<file path="src/rtl/systolic_feeder.sv">
// systolic_feeder: fetches DIM matrix rows into the transpose FIFO bank, then
// issues per-FIFO shift enables skewed by one cycle per column index.
module systolic_feeder #(
   parameter int DIM    = 8,
   parameter int BITS   = 8,
   parameter int ADDR_W = 32
) (
   input  logic                clk,
   input  logic                rst_n,
   input  logic                start,
   input  logic [ADDR_W-1:0]   base_addr,
   output logic                mem_rd,
   output logic [ADDR_W-1:0]   mem_addr,
   input  logic                mem_vld,
   input  logic [DIM*BITS-1:0] mem_data,
   output logic [BITS-1:0]     row_d [DIM],
   output logic [DIM-1:0]      wr_en,
   output logic [DIM-1:0]      shift_en,
   output logic                busy,
   output logic                done
);

   localparam int R_W = (DIM > 1) ? $clog2(DIM) : 1;
   localparam int T_W = $clog2(2 * DIM);
   localparam logic [ADDR_W-1:0] ROW_STEP = ADDR_W'(DIM * BITS / 8);
   localparam logic [R_W-1:0]    R_LAST   = R_W'(DIM - 1);
   localparam logic [T_W-1:0]    T_LAST   = T_W'(2 * DIM - 2);
   localparam logic [DIM-1:0]    WR_ONE   = DIM'(1);

   typedef enum logic [1:0] {
      IDLE,
      LOAD,
      STREAM,
      DONE
   } state_t;

   state_t         state;
   logic [R_W-1:0] r_cnt;
   logic [T_W-1:0] t_cnt;

   // Column k is live for the DIM stream steps starting at step k.
   function automatic logic [DIM-1:0] skew_mask(input int t);
      logic [DIM-1:0] m;
      m = '0;
      for (int k = 0; k < DIM; k++) begin
         m[k] = (t >= k) && (t <= k + DIM - 1);
      end
      return m;
   endfunction

   // In LOAD, mem_rd already low means the last row was written last cycle.
   always_ff @(posedge clk) begin
      if (!rst_n) begin
         state    <= IDLE;
         r_cnt    <= '0;
         t_cnt    <= '0;
         mem_rd   <= 1'b0;
         mem_addr <= '0;
         wr_en    <= '0;
         shift_en <= '0;
         busy     <= 1'b0;
         done     <= 1'b0;
         for (int j = 0; j < DIM; j++) begin
            row_d[j] <= '0;
         end
      end else begin
         wr_en <= '0;
         done  <= 1'b0;
         case (state)
            IDLE: begin
               if (start) begin
                  state    <= LOAD;
                  r_cnt    <= '0;
                  mem_rd   <= 1'b1;
                  mem_addr <= base_addr;
                  busy     <= 1'b1;
               end
            end
            LOAD: begin
               if (!mem_rd) begin
                  state    <= STREAM;
                  t_cnt    <= '0;
                  shift_en <= skew_mask(0);
               end else if (mem_vld) begin
                  for (int j = 0; j < DIM; j++) begin
                     row_d[j] <= mem_data[j*BITS +: BITS];
                  end
                  wr_en <= WR_ONE << r_cnt;
                  if (r_cnt == R_LAST) begin
                     mem_rd <= 1'b0;
                  end else begin
                     mem_addr <= mem_addr + ROW_STEP;
                     r_cnt    <= r_cnt + 1'b1;
                  end
               end
            end
            STREAM: begin
               if (t_cnt == T_LAST) begin
                  state    <= DONE;
                  shift_en <= '0;
                  busy     <= 1'b0;
                  done     <= 1'b1;
               end else begin
                  t_cnt    <= t_cnt + 1'b1;
                  shift_en <= skew_mask(int'(t_cnt) + 1);
               end
            end
            DONE: begin
               state <= IDLE;
            end
            default: begin
               state <= IDLE;
            end
         endcase
      end
   end

endmodule

</file>
<file path="config.mk">
export PLATFORM = sky130hd
export DESIGN_NAME = systolic_feeder
export DESIGN_NICKNAME = d
export VERILOG_FILES = /design/src/rtl/systolic_feeder.sv
export SDC_FILE = /design/constraint.sdc
export NUM_CORES = 1
export LEC_CHECK = 0
export CAP_MARGIN = 20
export CORE_MARGIN = 10
export CORE_UTILIZATION = 40
export CTS_CLUSTER_SIZE = 40
export DETAILED_ROUTE_END_ITERATION = 6
export PLACE_DENSITY = 0.87
export SETUP_SLACK_MARGIN = 0.4
export SYNTH_ARGS = -nofsm -noshare
export SYNTH_HDL_FRONTEND = slang
export SYNTH_SLANG_ARGS = --single-unit
</file>
<file path="constraint.sdc">
create_clock -name clk -period 2.3 [get_ports clk]
set_input_delay 0.46 -clock clk [delete_from_list [all_inputs] [get_ports clk]]
set_output_delay 0.46 -clock clk [all_outputs]
set_load 0.01 [all_outputs]
</file>
======== Word level (Yosys, flattened, before mapping) ========
Index checks and enable logic that the tools add are counted.
word-level totals
  word-level logic and storage cells ...... 99
  register bits ........................... 124
  output and inout port bits .............. 115
  bits of input ports ..................... 100
cells by class
  shifts and indexed selects .............. 1
  mux-type cells .......................... 28
  reductions and logical operators ........ 21
  eq/ne operators ......................... 12
  $add $sub $neg .......................... 4
  magnitude comparators ................... 16
operator list
  operator                 count
  $mux W32                 4
  $pmux W32 S2             1
  $le A5 B4 Y1 const B     7
  $add A32 B4 Y32 const B  1
  $ge A5 B3 Y1 const B     4
  $mux W8                  2
  $pmux W8 S2              1
  $ne A2 B2 Y1 const B     7
  $mux W3                  4
  $reduce_and A3 Y1        4
  $ge A5 B1 Y1 const B     2
  $ge A5 B2 Y1 const B     2
  $logic_and A1 B1 Y1      8
  $mux W4                  2
  $pmux W2 S4              1
  $pmux W4 S2              1
  $shl A1 B3 Y8 const A    1
  $mux W1                  6
  $mux W2                  3
  $pmux W3 S2              1
  $reduce_and A2 Y1        3
  $reduce_bool A2 Y1       3
  $add A4 B1 Y5 const B    1
  $le A5 B3 Y1 const B     1
  10 further kinds         12

======== Longest topological paths before layout ========
  word-level depth ........................ 5
  mapped depth ............................ 9
  depth with buffers taken out ............ 7

======== Worst setup path after synthesis ========
Ideal clock, no wire load.
  kind .................................... flip-flop to flip-flop
  start point ............................. register t_cnt[0]
  end point ............................... register shift_en[1]
  path buffers ............................ 1
  period minus slack after synthesis ...... 2.247 ns
  cell stages (with the launch flop) ...... 9
  data arrival time ....................... 2.122 ns
  data required time ...................... 2.175 ns
  setup slack ............................. 0.053 ns
  library setup time ...................... 0.125 ns
  cells stage by stage .................... dfxtp_1 -> clkbuf_1 -> inv_1 -> ha_1 -> or3b_2 -> nand2_1 -> o21ai_0 -> a221oi_1 -> o31ai_1
on the way
  longest elaborated chain between the ends .. 5
  elaborated cells on any way between the ends .. 7
  classes of those cells .................. 1 x add/sub; 2 x order compare; 1 x eq/ne; 2 x mux; 1 x reduce/logical
RTL lines
  element                                              RTL line  text
  from (decl)                                          39        logic [T_W-1:0] t_cnt;
  from (signal assigned)                               104       t_cnt <= t_cnt + 1'b1;
  $add A4 B1 Y5                                        105       shift_en <= skew_mask(int'(t_cnt) + 1);
  $ge A5 B1 Y1 / $le A5 B4 Y1 (equally long branches)  46        m[k] = (t >= k) && (t <= k + DIM - 1);
  $logic_and A1 B1 Y1                                  46
  $mux W8 *                                            98        if (t_cnt == T_LAST) begin
  $pmux W8 S2 *                                        69        case (state)
  to (signal assigned)                                 83        shift_en <= skew_mask(0);
  to (signal assigned)                                 105
  to (decl)                                            18        output logic [DIM-1:0] shift_en,
Mark *: on every way between the ends. The rest lies on a longest branch, timed or not.
A chain may end at the register's enable or synchronous reset.

======== Worst setup path in the final report ========
  start point ............................. register t_cnt[0]
  end point ............................... register shift_en[6]
on the way
  longest elaborated chain between the ends .. 5
  elaborated cells on any way between the ends .. 7
  classes of those cells .................. 1 x add/sub; 2 x order compare; 1 x eq/ne; 2 x mux; 1 x reduce/logical
RTL lines
  element                                              RTL line
  $add A4 B1 Y5                                        105
  $ge A5 B3 Y1 / $le A5 B4 Y1 (equally long branches)  46
  $logic_and A1 B1 Y1                                  46
  $mux W8 *                                            98
  $pmux W8 S2 *                                        69
Marked as above.

==> results.cfg <==
[drt]
num_vias = 6407
dr.pass1.iters = 6
ant_nets = 0
viasPerCell = 5.495
avgRoutedWirePerCell_um = 17.46
wl_mm = 20.35
first_iter_violations = 542
post-route-drc-count = 0

[grt]
grt_pass1_vias = 6316
grt_max_degree = 66
grtUsageTotal_pct = 19.52
grt_pass1_wl_mm = 32.00
overflow = 0
antenna_found_initial = 0

[timing]
hold_violations = 0
slew_headroom_pct = 54.91
fin_tns_setup_ns = 0
maxSlewViolCount = 0
setup_viol = 0
tightest_slew_ns = 0.6763
rsz0062_at_grt = true
clock.fmax_mhz = 520.4
finalCritPeriodShare_pct = 83.54
clock_skew_ns = 0.006386
finalCriticalPeriod_ns = 1.922

[floorplanning]
die_w_um = 140.2
coreArea_mm2 = 0.01404
core.rowCount = 43
die_h_um = 140.2
io_pins = 215
die_area_mm2 = 0.01965
initial_core_util_pct = 41.15

[setup_path]
cp.required_ns = 2.60
rrSetupSlack_ns = 0.38
critPathMaxFanout = 8
endpoint_kind = register
crit_type = reg2reg
crit_end = shift_en[6]
reg2reg_from = t_cnt[0]
r2r_cells = 7
critPathLaunch = t_cnt[0]
worst-endpoint-arrival_ns = 2.22
crit-reg2reg-capture = shift_en[6]
startpoint_type = register

[power]
cellLeakagePower_nw = 3.296
totalPowerFinal_mw = 9.027
cellPowerDensity_mw_per_mm2 = 994.6
ir_drop_v = 0.0007407

[synth]
synth_ff_type = dfxtp_1
yosysSeqAreaShare_pct = 42.96
synth_warnings = 0
async_flop_share_pct = 0
synth_xor_area_share_pct = 0
synth.distinct_cells = 56
synth-edff-count = 0
synthCells = 760
synthAdderAreaFrac_pct = 3.032
synthMuxAreaShare_pct = 1.083
synth_top_area_share_pct = 42.96
synth.avg_cell_area_um2 = 7.603
ys_seq_elements = 124
syn_area_mm2 = 0.005778
synth_top_area_cell = dfxtp_1
synth_top_family_by_area = simple AND/OR/NAND/NOR gates
synth_compound_area_share_pct = 21.26
syn_nets = 874
synthSimpleGateAreaFrac_pct = 26.74
synthTopCellsByArea = dfxtp_1 (43%), nand2_1 (12%), a21oi_1 (9.8%)

[layout]
drive_above_1_share_pct = 12.78
nets = 1088
postLayoutCoreUtil_pct = 64.64
antenna_cells = 0
syn2layout_area_growth_pct = 57.08

[place]
io_buffers = 214
post-dp-hpwl_mm = 14.58
globalplace.congestion = 0.9083

[status]
outcome = finished clean

[clock_tree]
cts.sinks = 124
htreeDepth = 4
cts_max_path_buffers = 2
cts_tree = yes
path_clk_slew_ns = 0.06
cts-buffers-inserted = 17
clk_latency_ns = 0.41
cts_root_buf = clkbuf_16

[hold_path]
hold_class = reg2reg

[flow_run]
cap_violations = 0
==> critical path: stages (launching register included) <==
cell and delay [ns]:
dfxtp_4 0.34, buf_4 0.16, ha_1 0.24, inv_1 0.12, mux2i_2 0.29, a21oi_1 0.10, or3_1 0.32, a22o_1 0.24
==> kinds of logic (layout without fill, tap and decap cells) <==
kind of cell    after synthesis  after routing
flops                       124            124
buf+inv                      74            300
simple gates                334            334
fa+ha+maj                    14             14
compound gates              208            208
mux                           6              6
==> where the power goes <==
group / total (mW) / switching, mW / internal (mW) / leakage [nW]
Sequential: 2.95 / 0.417 / 2.53 / 1.02
Clock: 2.77 / 0.946 / 1.83 / 0.295
Combinational: 3.31 / 1.74 / 1.57 / 1.99
Total: 9.03 / 3.10 / 5.93 / 3.30
==> worst min path at each step <==
stage                start          end  slack [ns]  cells after the start
6_report         row_d[46]    row_d[46]        0.45                      2
4_1_cts          row_d[42]    row_d[42]        0.45                      2
3_3_place_gp   shift_en[1]  shift_en[1]        0.44                      2
5_1_grt          row_d[53]    row_d[53]        0.47                      2
2_1_floorplan     r_cnt[1]     r_cnt[1]        0.47                      2
3_5_place_dp     row_d[53]    row_d[53]        0.45                      2
==> sequential cells by signal, summed over array words and instances (netlist names) <==
| signal | flops |
|---|---|
| shift_en | 8 |
| mem_addr | 32 |
| mem_rd | 1 |
| t_cnt | 4 |
| state | 2 |
| row_d | 64 |
| done | 1 |
| busy | 1 |
| r_cnt | 3 |
| wr_en | 8 |
==> cells in the final DEF, fill, tap and decap left out, types with 5 or more instances in the layout <==
cell type,Yosys,final
nor3_1,15,13
nor2_1,36,35
and2_1,12,11
a21o_1,5,5
o21ai_0,29,28
dfxtp_1,124,105
clkbuf_16,0,17
clkdlybuf4s50_1,0,202
or4_1,5,5
a211oi_1,9,6
inv_1,19,17
a31oi_1,8,8
a21oi_1,113,110
nand4_1,10,10
buf_4,0,28
dfxtp_2,0,15
nor2b_1,8,7
nand2b_1,5,5
ha_1,14,7
nor4_1,11,9
nand3_1,26,24
nand2_1,180,179
a22oi_1,6,6
and3_1,8,6
dlymetal6s2s_1,0,8
==> Yosys cell counts, types with 2 or more instances <==
cell type / count
a211oi_1: 9
a21boi_0: 2
a21o_1: 5
a21oi_1: 113
a221oi_1: 2
a22o_1: 3
a22oi_1: 6
a2bb2oi_1: 2
a311oi_1: 2
a31oi_1: 8
a41oi_1: 2
and2_1: 12
and3_1: 8
and4_1: 5
buf_1: 9
buf_2: 5
clkbuf_1: 41
dfxtp_1: 124
ha_1: 14
inv_1: 19
mux2_2: 2
mux2i_1: 4
nand2_1: 180
nand2b_1: 5
nand3_1: 26
nand4_1: 10
nor2_1: 36
nor2b_1: 8
nor3_1: 15
nor4_1: 11
o211ai_1: 2
o21a_1: 2
o21ai_0: 29
o221a_2: 2
o221ai_1: 2
o22ai_1: 4
o31a_1: 3
o31ai_1: 3
or3_1: 4
or4_1: 5
==> stage by stage <==
| step | worst slack [ns] | hold WS [ns] | cells | instance area, um^2 |
|---|---|---|---|---|
| 2_1_floorplan | 0.3986 | 0.4732 | 760 | 5854 |
| 3_3_place_gp | 0.1005 | 0.4397 | 1128 | 8242 |
| 3_5_place_dp | 0.08210 | 0.4453 | 1128 | 8242 |
| 4_1_cts | 0.4004 | 0.4527 | 1161 | 8930 |
| 5_1_grt | 0.3100 | 0.4659 | 1166 | 9076 |
| 6_report | 0.3785 | 0.4506 | 1166 | 9076 |
==> area by class of cell <==
type	instances	area, um^2
fillers	1159	4966
clock inverters	12	171.4
inverters	19	71.32
multi-input cells	562	3168
clock buffers	19	442.9
repair buffers	250	2481
flip-flops and latches	124	2516
well taps	180	225.2
==> repair_timing <==
item | CTS | global route
resized for setup | 27 | 35
hold buffers | 0 | 0
endpoints found under the setup margin | 35 | 37
gates cloned | 0 | 0
pin swaps | 1 | 1
setup buffers | 2 | 5
==> per-layer routing <==
| metal | share of wire (%) | GRT usage [%] |
|---|---|---|
| met5 | 0 | 0 |
| met4 | 1.2 | 4.620 |
| met3 | 10 | 8.012 |
| met2 | 50 | 34.48 |
| met1 | 38 | 21.19 |
No activity file was read; power rests on OpenSTA's default activity.
